File: config.mk
export PLATFORM = sky130hd
export DESIGN_NAME = seg_scan_decoder_flat
export DESIGN_NICKNAME = d
export VERILOG_FILES = /design/src/rtl/seg_scan_pkg.sv /design/src/rtl/seg_scan_decoder_if.sv /design/src/rtl/seg_pattern_lut.sv /design/src/rtl/seg_scan_decoder.sv /design/src/flat_wrapper.sv
export SDC_FILE = /design/constraint.sdc
export NUM_CORES = 1
export LEC_CHECK = 0
export ABC_CLOCK_PERIOD_IN_PS = 8000
export BUFFER_PORTS_ARGS = -buffer_cell sky130_fd_sc_hd__buf_2
export CORE_MARGIN = 2
export CORE_UTILIZATION = 63
export CTS_BUF_LIST = sky130_fd_sc_hd__clkbuf_2
export DETAILED_ROUTE_END_ITERATION = 12
export PLACE_DENSITY = 0.88
export SLEW_MARGIN = 25
export SYNTH_ARGS = -nofsm -noshare
export SYNTH_HDL_FRONTEND = slang
export SYNTH_SLANG_ARGS = --single-unit
File: constraint.sdc
create_clock -name i_clk -period 8 [get_ports i_clk]
set_input_delay 1.2 -clock i_clk [delete_from_list [all_inputs] [get_ports i_clk]]
set_output_delay 1.2 -clock i_clk [all_outputs]
set_load 0.005 [all_outputs]
File: src/rtl/seg_scan_pkg.sv
// Shared constants and types for the segment-bus readback monitor.
// Patterns are active-low {g,f,e,d,c,b,a}.
package seg_scan_pkg;

    localparam logic [6:0] PAT_0     = 7'h40;
    localparam logic [6:0] PAT_1     = 7'h79;
    localparam logic [6:0] PAT_2     = 7'h24;
    localparam logic [6:0] PAT_3     = 7'h30;
    localparam logic [6:0] PAT_4     = 7'h19;
    localparam logic [6:0] PAT_5     = 7'h12;
    localparam logic [6:0] PAT_6     = 7'h02;
    localparam logic [6:0] PAT_7     = 7'h78;
    localparam logic [6:0] PAT_8     = 7'h00;
    localparam logic [6:0] PAT_9     = 7'h10;
    localparam logic [6:0] PAT_DASH  = 7'h3F;
    localparam logic [6:0] PAT_BLANK = 7'h7F;

    localparam logic [3:0] CODE_DASH    = 4'hA;
    localparam logic [3:0] CODE_INVALID = 4'hE;
    localparam logic [3:0] CODE_BLANK   = 4'hF;

    localparam int CNT_W = 8;

    typedef enum logic [1:0] {
        IDLE,
        TRACK,
        HELD
    } scan_state_t;

endpackage

File: src/rtl/seg_scan_decoder_if.sv
// Bus bundle between the segment-scan monitor and its consumer.
// SEG_SCAN_ERR_CNT_EN adds the invalid-commit counter output.
interface seg_scan_decoder_if #(
    parameter int NUM_DIGITS = 6
);
    logic [6:0]              i_seg;
    logic                    i_dp;
    logic [NUM_DIGITS-1:0]   i_dig_sel;
    logic                    i_err_clr;
    logic [4*NUM_DIGITS-1:0] o_digits;
    logic [NUM_DIGITS-1:0]   o_dp;
    logic [NUM_DIGITS-1:0]   o_valid;
    logic                    o_frame_done;
    logic                    o_err;
`ifdef SEG_SCAN_ERR_CNT_EN
    logic [7:0]              o_err_cnt;

    modport master (
        output i_seg, i_dp, i_dig_sel, i_err_clr,
        input  o_digits, o_dp, o_valid, o_frame_done, o_err, o_err_cnt
    );
    modport slave (
        input  i_seg, i_dp, i_dig_sel, i_err_clr,
        output o_digits, o_dp, o_valid, o_frame_done, o_err, o_err_cnt
    );
`else
    modport master (
        output i_seg, i_dp, i_dig_sel, i_err_clr,
        input  o_digits, o_dp, o_valid, o_frame_done, o_err
    );
    modport slave (
        input  i_seg, i_dp, i_dig_sel, i_err_clr,
        output o_digits, o_dp, o_valid, o_frame_done, o_err
    );
`endif
endinterface

File: src/rtl/seg_pattern_lut.sv
// Combinational active-low 7-segment pattern to 4-bit code lookup.
module seg_pattern_lut
    import seg_scan_pkg::*;
(
    input  logic [6:0] pattern,
    output logic [3:0] code,
    output logic       invalid
);

    always_comb begin
        code    = CODE_INVALID;
        invalid = 1'b0;
        case (pattern)
            PAT_0:     code = 4'd0;
            PAT_1:     code = 4'd1;
            PAT_2:     code = 4'd2;
            PAT_3:     code = 4'd3;
            PAT_4:     code = 4'd4;
            PAT_5:     code = 4'd5;
            PAT_6:     code = 4'd6;
            PAT_7:     code = 4'd7;
            PAT_8:     code = 4'd8;
            PAT_9:     code = 4'd9;
            PAT_DASH:  code = CODE_DASH;
            PAT_BLANK: code = CODE_BLANK;
            default:   invalid = 1'b1;
        endcase
    end

endmodule

File: src/rtl/seg_scan_decoder.sv
// Readback monitor for the multiplexed display bus: commits a digit once its
// pattern is stable for STABLE_CNT samples. SEG_SCAN_ERR_CNT_EN adds o_err_cnt.
module seg_scan_decoder
    import seg_scan_pkg::*;
#(
    parameter int NUM_DIGITS = 6,
    parameter int STABLE_CNT = 4
) (
    input  logic               i_clk,
    input  logic               i_rst,
    seg_scan_decoder_if.slave  bus
);

    localparam logic [CNT_W-1:0] CNT_TGT = CNT_W'(STABLE_CNT);

    logic [6:0]            s_seg, p_seg;
    logic                  s_dp, p_dp;
    logic [NUM_DIGITS-1:0] s_sel, p_sel;

    always_ff @(posedge i_clk) begin
        if (i_rst) begin
            s_seg <= '0;
            s_dp  <= 1'b0;
            s_sel <= '0;
            p_seg <= '0;
            p_dp  <= 1'b0;
            p_sel <= '0;
        end else begin
            s_seg <= bus.i_seg;
            s_dp  <= bus.i_dp;
            s_sel <= bus.i_dig_sel;
            p_seg <= s_seg;
            p_dp  <= s_dp;
            p_sel <= s_sel;
        end
    end

    // Active digit as a one-hot-high mask; legal only with exactly one low select.
    logic [NUM_DIGITS-1:0] sel_hot;
    logic                  sel_legal;
    logic                  same;

    assign sel_hot   = ~s_sel;
    assign sel_legal = $onehot(sel_hot);
    assign same      = ({s_seg, s_dp, s_sel} == {p_seg, p_dp, p_sel});

    scan_state_t      state_q, state_d;
    logic [CNT_W-1:0] cnt_q, cnt_d;
    logic             commit;

    always_ff @(posedge i_clk) begin
        if (i_rst) begin
            state_q <= IDLE;
            cnt_q   <= '0;
        end else begin
            state_q <= state_d;
            cnt_q   <= cnt_d;
        end
    end

    always_comb begin
        state_d = state_q;
        cnt_d   = cnt_q;
        commit  = 1'b0;
        if (!sel_legal) begin
            state_d = IDLE;
            cnt_d   = '0;
        end else begin
            case (state_q)
                IDLE: begin
                    state_d = TRACK;
                    cnt_d   = CNT_W'(1);
                end
                TRACK: begin
                    if (!same) begin
                        cnt_d = CNT_W'(1);
                    end else if (cnt_q < CNT_TGT) begin
                        cnt_d = cnt_q + CNT_W'(1);
                        if (cnt_q + CNT_W'(1) == CNT_TGT) begin
                            commit  = 1'b1;
                            state_d = HELD;
                        end
                    end
                end
                HELD: begin
                    if (!same) begin
                        state_d = TRACK;
                        cnt_d   = CNT_W'(1);
                    end
                end
                default: begin
                    state_d = IDLE;
                    cnt_d   = '0;
                end
            endcase
        end
    end

    logic [3:0] code;
    logic       code_bad;

    seg_pattern_lut u_lut (
        .pattern (s_seg),
        .code    (code),
        .invalid (code_bad)
    );

    logic [NUM_DIGITS-1:0][3:0] digits_q;
    logic [NUM_DIGITS-1:0]      dp_q, valid_q, mask_q, mask_set;
    logic                       fd_q, err_q;

    assign mask_set = mask_q | sel_hot;

    always_ff @(posedge i_clk) begin
        if (i_rst) begin
            digits_q <= {NUM_DIGITS{CODE_BLANK}};
            dp_q     <= '0;
            valid_q  <= '0;
            mask_q   <= '0;
            fd_q     <= 1'b0;
            err_q    <= 1'b0;
        end else begin
            fd_q <= 1'b0;
            if (commit) begin
                for (int k = 0; k < NUM_DIGITS; k++) begin
                    if (sel_hot[k]) begin
                        digits_q[k] <= code;
                        dp_q[k]     <= ~s_dp;
                    end
                end
                valid_q <= valid_q | sel_hot;
                if (&mask_set) begin
                    fd_q   <= 1'b1;
                    mask_q <= '0;
                end else begin
                    mask_q <= mask_set;
                end
            end
            // A new invalid commit outranks a same-cycle clear.
            err_q <= (commit & code_bad) | (err_q & ~bus.i_err_clr);
        end
    end

    assign bus.o_digits     = digits_q;
    assign bus.o_dp         = dp_q;
    assign bus.o_valid      = valid_q;
    assign bus.o_frame_done = fd_q;
    assign bus.o_err        = err_q;

`ifdef SEG_SCAN_ERR_CNT_EN
    logic [7:0] err_cnt_q;

    always_ff @(posedge i_clk) begin
        if (i_rst) begin
            err_cnt_q <= '0;
        end else if (commit && code_bad) begin
            if (bus.i_err_clr)
                err_cnt_q <= 8'd1;
            else if (err_cnt_q != 8'hFF)
                err_cnt_q <= err_cnt_q + 8'd1;
        end else if (bus.i_err_clr) begin
            err_cnt_q <= '0;
        end
    end

    assign bus.o_err_cnt = err_cnt_q;
`else
    // Counter build option off: only the sticky flag reports invalid commits.
`endif

endmodule

File: src/flat_wrapper.sv
// flat-port wrapper written by rule: the top's interface ports become plain ports
module seg_scan_decoder_flat import seg_scan_pkg::*;
#(
    parameter int NUM_DIGITS = 6,
    parameter int STABLE_CNT = 4
)
  (i_clk, i_rst, bus_i_seg, bus_i_dp, bus_i_dig_sel, bus_i_err_clr, bus_o_digits, bus_o_dp, bus_o_valid, bus_o_frame_done, bus_o_err);
  seg_scan_decoder_if #(.NUM_DIGITS(NUM_DIGITS)) bus_i ();
  input  logic i_clk;
  input  logic i_rst;
  input wire logic [$bits(bus_i.i_seg)-1:0] bus_i_seg;
  input wire logic [$bits(bus_i.i_dp)-1:0] bus_i_dp;
  input wire logic [$bits(bus_i.i_dig_sel)-1:0] bus_i_dig_sel;
  input wire logic [$bits(bus_i.i_err_clr)-1:0] bus_i_err_clr;
  output wire logic [$bits(bus_i.o_digits)-1:0] bus_o_digits;
  output wire logic [$bits(bus_i.o_dp)-1:0] bus_o_dp;
  output wire logic [$bits(bus_i.o_valid)-1:0] bus_o_valid;
  output wire logic [$bits(bus_i.o_frame_done)-1:0] bus_o_frame_done;
  output wire logic [$bits(bus_i.o_err)-1:0] bus_o_err;
  assign bus_i.i_seg = bus_i_seg;
  assign bus_i.i_dp = bus_i_dp;
  assign bus_i.i_dig_sel = bus_i_dig_sel;
  assign bus_i.i_err_clr = bus_i_err_clr;
  assign bus_o_digits = bus_i.o_digits;
  assign bus_o_dp = bus_i.o_dp;
  assign bus_o_valid = bus_i.o_valid;
  assign bus_o_frame_done = bus_i.o_frame_done;
  assign bus_o_err = bus_i.o_err;
  seg_scan_decoder #(.NUM_DIGITS(NUM_DIGITS), .STABLE_CNT(STABLE_CNT)) u_core (.i_clk(i_clk), .i_rst(i_rst), .bus(bus_i));
endmodule
=== Word-level counts from Yosys, hierarchy flattened ===
Cells that the tools add are included.
Widths: inputs -> output; s select.

* Add/sub/neg operators: 6
* $lt $le $gt $ge: 1
* Equality and inequality tests: 21
* Mux-type cells: 18
* Bitwise gates (word level): 10
* Reductions and logical operators: 14

{| class="wikitable"
|+ Operator list
! operator !! number
|-
| $pmux 4 s12 || 1
|-
| $eq 7x7->1 const B || 4
|-
| $mux 8 || 3
|-
| $pmux 8 s3 || 1
|-
| $eq 7x5->1 const B || 3
|-
| $eq 7x6->1 const B || 3
|-
| $eq 14x14->1 || 1
|-
| $reduce_and 2->1 || 7
|-
| $or 6x6->6 || 2
|-
| $reduce_or 12->1 || 1
|-
| $add 8x1->8 const B || 1
|-
| $eq 8x3->1 const B || 1
|-
| $lt 8x3->1 const B || 1
|-
| $mux 2 || 4
|-
| $eq 7x2->1 const B || 1
|-
| $logic_not 7->1 || 1
|-
| $mux 1 || 7
|-
| $add 1x1->2 || 3
|-
| $add 3x3->3 || 2
|-
| $mux 6 || 1
|-
| $ne 2x1->1 const B || 3
|-
| $not 6->6 || 1
|-
| $pmux 2 s3 || 1
|-
| $reduce_and 6->1 || 1
|-
| other kinds (11) || 16
|}

* Bits in registers: 82
* Input port bits: 17
* Logic and storage cells: 94

=== Longest topological paths before layout ===
* Depth after elaboration: 9
* Gate-level depth with buffers: 13

=== Modules after synthesis ===
From an unflattened synthesis, not the netlist that was laid out.

* Cells, all modules: 335
* Area, all modules: 3375.7 um^2

{| class="wikitable"
|+ Modules (own cells, without submodules)
! module !! times used !! cells each !! area an instance (um^2) !! seq. area each (um^2)
|-
| seg_scan_decoder || 1 || 300 || 3135.5 || 1641.6
|-
| seg_pattern_lut || 1 || 35 || 240.2 || 0.0
|}

=== Worst setup path before layout ===
No wires, ideal clock.

* Path type: reg2reg
* Start point: reg u_core.s_sel[0]
* End point: reg u_core.dp_q[2], in the netlist u_core.bus.o_dp[2]
* Setup time: 0.116 ns
* Data arrival time: 2.938 ns
* Setup slack: 4.947 ns
* Cell stages (with the launch flop): 12
* Period minus slack after synthesis: 3.053 ns
* Cell sequence: dfxtp_1 -> inv_1 -> ha_1 -> fa_1 -> ha_1 -> xor2_1 -> or3_2 -> nand3b_2 -> buf_6 -> or3_1 -> buf_6 -> a31o_1

* Word-level cells in the longest chain between the ends: 7
* Elaborated cells on any way between the ends: 10
* Classes of those cells: 3 x add/sub; 2 x eq/ne; 3 x mux; 1 x bitwise; 1 x reduce/logical

{| class="wikitable"
|+ RTL lines
! element !! line !! text
|-
| start, declared || seg_scan_decoder.sv:18 || <nowiki>logic [NUM_DIGITS-1:0] s_sel, p_sel;</nowiki>
|-
| start signal, assigned || seg_scan_decoder.sv:31 || <nowiki>s_sel <= bus.i_dig_sel;</nowiki>
|-
| $not 6->6 || seg_scan_decoder.sv:43 || <nowiki>assign sel_hot = ~s_sel;</nowiki>
|-
| $add 1x1->2 (implied by the code) || seg_scan_decoder.sv:44 || <nowiki>assign sel_legal = $onehot(sel_hot);</nowiki>
|-
| $add 3x3->3 (implied by the code) (2 in series) || seg_scan_decoder.sv:44 ||
|-
| $eq 3x1->1 || seg_scan_decoder.sv:44 ||
|-
| $mux 1 * || seg_scan_decoder.sv:65 || <nowiki>if (!sel_legal) begin</nowiki>
|-
| $reduce_and 2->1 (no source line) * || -- ||
|-
| end signal, assigned by index || seg_scan_decoder.sv:128 || <nowiki>dp_q[k] <= ~s_dp;</nowiki>
|-
| end, declared || seg_scan_decoder.sv:109 || <nowiki>logic [NUM_DIGITS-1:0] dp_q, valid_q, mask_q, mask_set;</nowiki>
|}

Mark *: on every way between the ends. The rest lies on a longest branch, timed or not.
A chain may end at the register's enable or synchronous reset.

=== Worst setup path in the final report ===
* Start point: reg u_core.s_sel[2]
* End point: reg u_core.dp_q[3], in the netlist u_core.bus.o_dp[3]

Same word-level chain as after synthesis.

==> key figures <==
Outcome
  – Status: complete, no violations

Clocking
  – Hold_buf cts: 0
  – CTS clock-pin slew for the worst setup and hold paths: 0.23 ns
  – CTS root buffer: clkbuf_2
  – Clock buffer depth: 2
  – Post-CTS setup buffer count: 0
  – CTS resizes: 0
  – H-tree level count: 3
  – Clk_lat worst skew: 0.52 ns
  – TritonCTS buffer count: 9
  – # clock sinks: 82
  – CTS tree: done

Synthesis
  – Net Count, Synth: 378
  – Sequential-to-total area share from yosys stat: 48.3%
  – Primary FF master, synth: dfxtp_1
  – Leading area contributor after synthesis: dfxtp_1
  – Post-synth EDFFs: 0
  – Syn Inst Count: 353
  – Synth top area share: 48.3%
  – Synth warn: 0
  – Flops & latches, synth: 82
  – Area contributors post-synth: dfxtp_1, mux2i_1, nor2_1
  – Synth unique cells: 50
  – Mapped Avg Cell Area: 9.63 um2
  – Synthesized cell area: 0.00340 mm2
  – Synth async-reset ratio: 0%

Power and ir drop
  – Gate power share: 7.4%
  – PwrDens: 200 mW/mm2
  – Seq pwr share: 56.0%
  – Clock power frac: 36.6%
  – Net switching power: 0.185 mW
  – Switching share of total power: 24.2%
  – Int Power: 0.579 mW
  – Leak Pwr: 1.74 nW
  – Peak supply drop: 0.139 mV

Placed design
  – Gpl congestion: 0.865
  – Port Buffer Count: 54
  – Area after DPL: 0.00365 mm2
  – Placed insts: 455
  – Post-DP HPWL: 4900 um
  – DP Worst Slack: 4.61 ns

STA
  – Hold slack: 0.461 ns
  – Fmax: 287 MHz
  – Unrepaired setup endpoints after global routing: false
  – Worst clock skew: 0.0312 ns
  – Slew HR: 38.9%
  – Minimum clock period after layout: 3.48 ns
  – Fin. max-slew vios: 0
  – Final Cycle Share: 43.5%
  – Final setup fails: 0
  – Worst slew pin tran: 0.914 ns
  – Final Hold Fails: 0
  – Worst setup margin: 4.52 ns
  – TNS Setup: 0 ns

Die
  – Die height: 77.5 um
  – Die X: 77.5 um
  – Top Ports: 55
  – Die area: 0.00600 mm2
  – Num rows: 26
  – Core area: 0.00517 mm2
  – Starting Density: 65.7%

Cells and area
  – Area Overhead vs Synth: 12.3%
  – Fraction of layout cells with a size suffix above 1: 22.9%
  – Final non-filler cell area: 0.00382 mm2
  – Ant diodes: 0
  – Nets: 421
  – Fill cell count: 355
  – Final Non-Filler Cells: 471

Worst setup path
  – Worst Setup Path Type: flip-flop to flip-flop
  – Arr. time, crit path: 3.92 ns
  – CP startpoint kind: flip-flop
  – R2R setup slack: 4.52 ns
  – Worst Path Max Fanout: 14
  – Required time worst endpoint: 8.44 ns
  – Setup crit end kind: flip-flop

Routing
  – Wirelength per Cell: 15.2 um
  – DR iter-0 viols: 158
  – Final WL: 7150 um
  – Final ANT Viol Nets: 0
  – Vias after detailed routing: 2,621
  – DR vias/cell: 5.56
  – DRC viols: 0
  – Drt pass-1 iters: 4

Global route
  – First-pass GRT wire length: 11,800 um
  – Total GRT Usage: 24.8%
  – Antenna violations before repair: 0
  – GR Overflow Total: 0
  – Vias in the first global route: 2,527
  – Pin count of the biggest net entering global routing: 69

Run
  – Number of max-cap violations: 0

Hold path
  – Class of the worst hold path: flip-flop to flip-flop
## through the flow
stage | total power [mW] | util [%]
2_1_floorplan | 0.475 | -
3_5_place_dp | 0.491 | 70.5
3_3_place_gp | 0.488 | 70.5
6_report | 0.764 | 73.8
5_1_grt | 0.789 | 73.8
4_1_cts | 0.764 | 73.7
## critical path, stage by stage, from the launching register on
cell,delay (ns)
dfxtp_1,0.46
inv_1,0.10
ha_1,0.23
fa_1,0.48
ha_1,0.24
xor2_1,0.16
or3_2,0.46
nand3b_2,0.39
or3_1,0.57
a31o_1,0.30
## sequential cells by signal, indices dropped and copies added, names as in the netlist
register                 count
u_core.bus.o_digits         24
u_core.cnt_q                 8
u_core.p_seg                 7
u_core.s_seg                 7
u_core.bus.o_dp              6
u_core.bus.o_valid           6
u_core.mask_q                6
u_core.p_sel                 6
u_core.s_sel                 6
u_core.state_q               2
u_core.bus.o_err             1
u_core.bus.o_frame_done      1
u_core.p_dp                  1
u_core.s_dp                  1
## worst paths after layout
check,start,end,depth (start not counted)
max,u_core.s_sel[2],u_core.bus.o_dp[3],9
min,u_core.bus.o_valid[2],u_core.bus.o_valid[2],2
max reg2reg,u_core.s_sel[2],u_core.bus.o_dp[3],9
min reg2reg,u_core.bus.o_valid[2],u_core.bus.o_valid[2],2
## placed cells by master (no fill, tap or decap), types with 10 or more instances in the layout
master    Yosys  final
dfxtp_1      82     82
buf_2         5     54
nor2_1       47     47
inv_1        27     27
mux2i_1      24     24
nor2b_1      20     20
xor2_1       16     16
nor4_1       12     12
a21oi_1      12     12
clkbuf_2      0     10
## power by group through the flow
stage	clock network (mW)	logic [mW]	registers, mW
6_report	0.280	0.0568	0.428
5_1_grt	0.297	0.0630	0.429
4_1_cts	0.281	0.0561	0.427
3_5_place_dp	0	0.0552	0.435
3_3_place_gp	0	0.0530	0.435
2_1_floorplan	0	0.0452	0.430
## per-layer routing
| layer | up-vias | GRT usage [%] | part of all wire (%) |
|---|---|---|---|
| met5 | - | 0 | 0 |
| met4 | 0 | 10.9 | 2.0 |
| met3 | 14 | 5.70 | 6.0 |
| met2 | 94 | 39.9 | 48 |
| met1 | 1238 | 31.9 | 44 |
| li1 | 1275 | - | - |
## cells by family after synthesis
family                     synth area share (%)
buffers and inverters                      6.81
AOI/OAI and AO/OA                          10.3
adders and majority gates                  3.38
and+or+nand+nor                            19.2
xor gates and xnor gates                   4.64
muxes                                      7.40
DFF                                        48.3
## Yosys cell counts (2+ instances only)
cell	count
mux2i_1	24
nor2_1	47
o22ai_1	4
dfxtp_1	82
xor2_1	16
nor2b_1	20
a22oi_1	2
a31o_1	2
and2_1	4
nor4_1	12
nand2_1	8
inv_1	27
or3_1	8
o32ai_1	2
or2_2	3
nand3_1	3
clkbuf_1	15
a211o_1	2
a311oi_1	2
buf_2	5
buf_6	4
or4b_2	2
ha_1	6
a21boi_0	6
a21oi_1	12
nor3_1	2
o21ai_0	3
xnor2_1	2
a211oi_1	2
a31o_2	5
fa_1	2
## area by class of cell
cell class,instances,area [um2],area share (%)
Sequential cell,82,1640,43.0
Multi-Input combinational cell,219,1530,40.2
Timing Repair Buffer,56,285,7.47
Clock inverter,6,115,3.01
Inverter,28,105,2.75
Tap cell,70,87.6,2.29
Clock buffer,10,50.0,1.31
No activity file was read; power rests on OpenSTA's default activity.
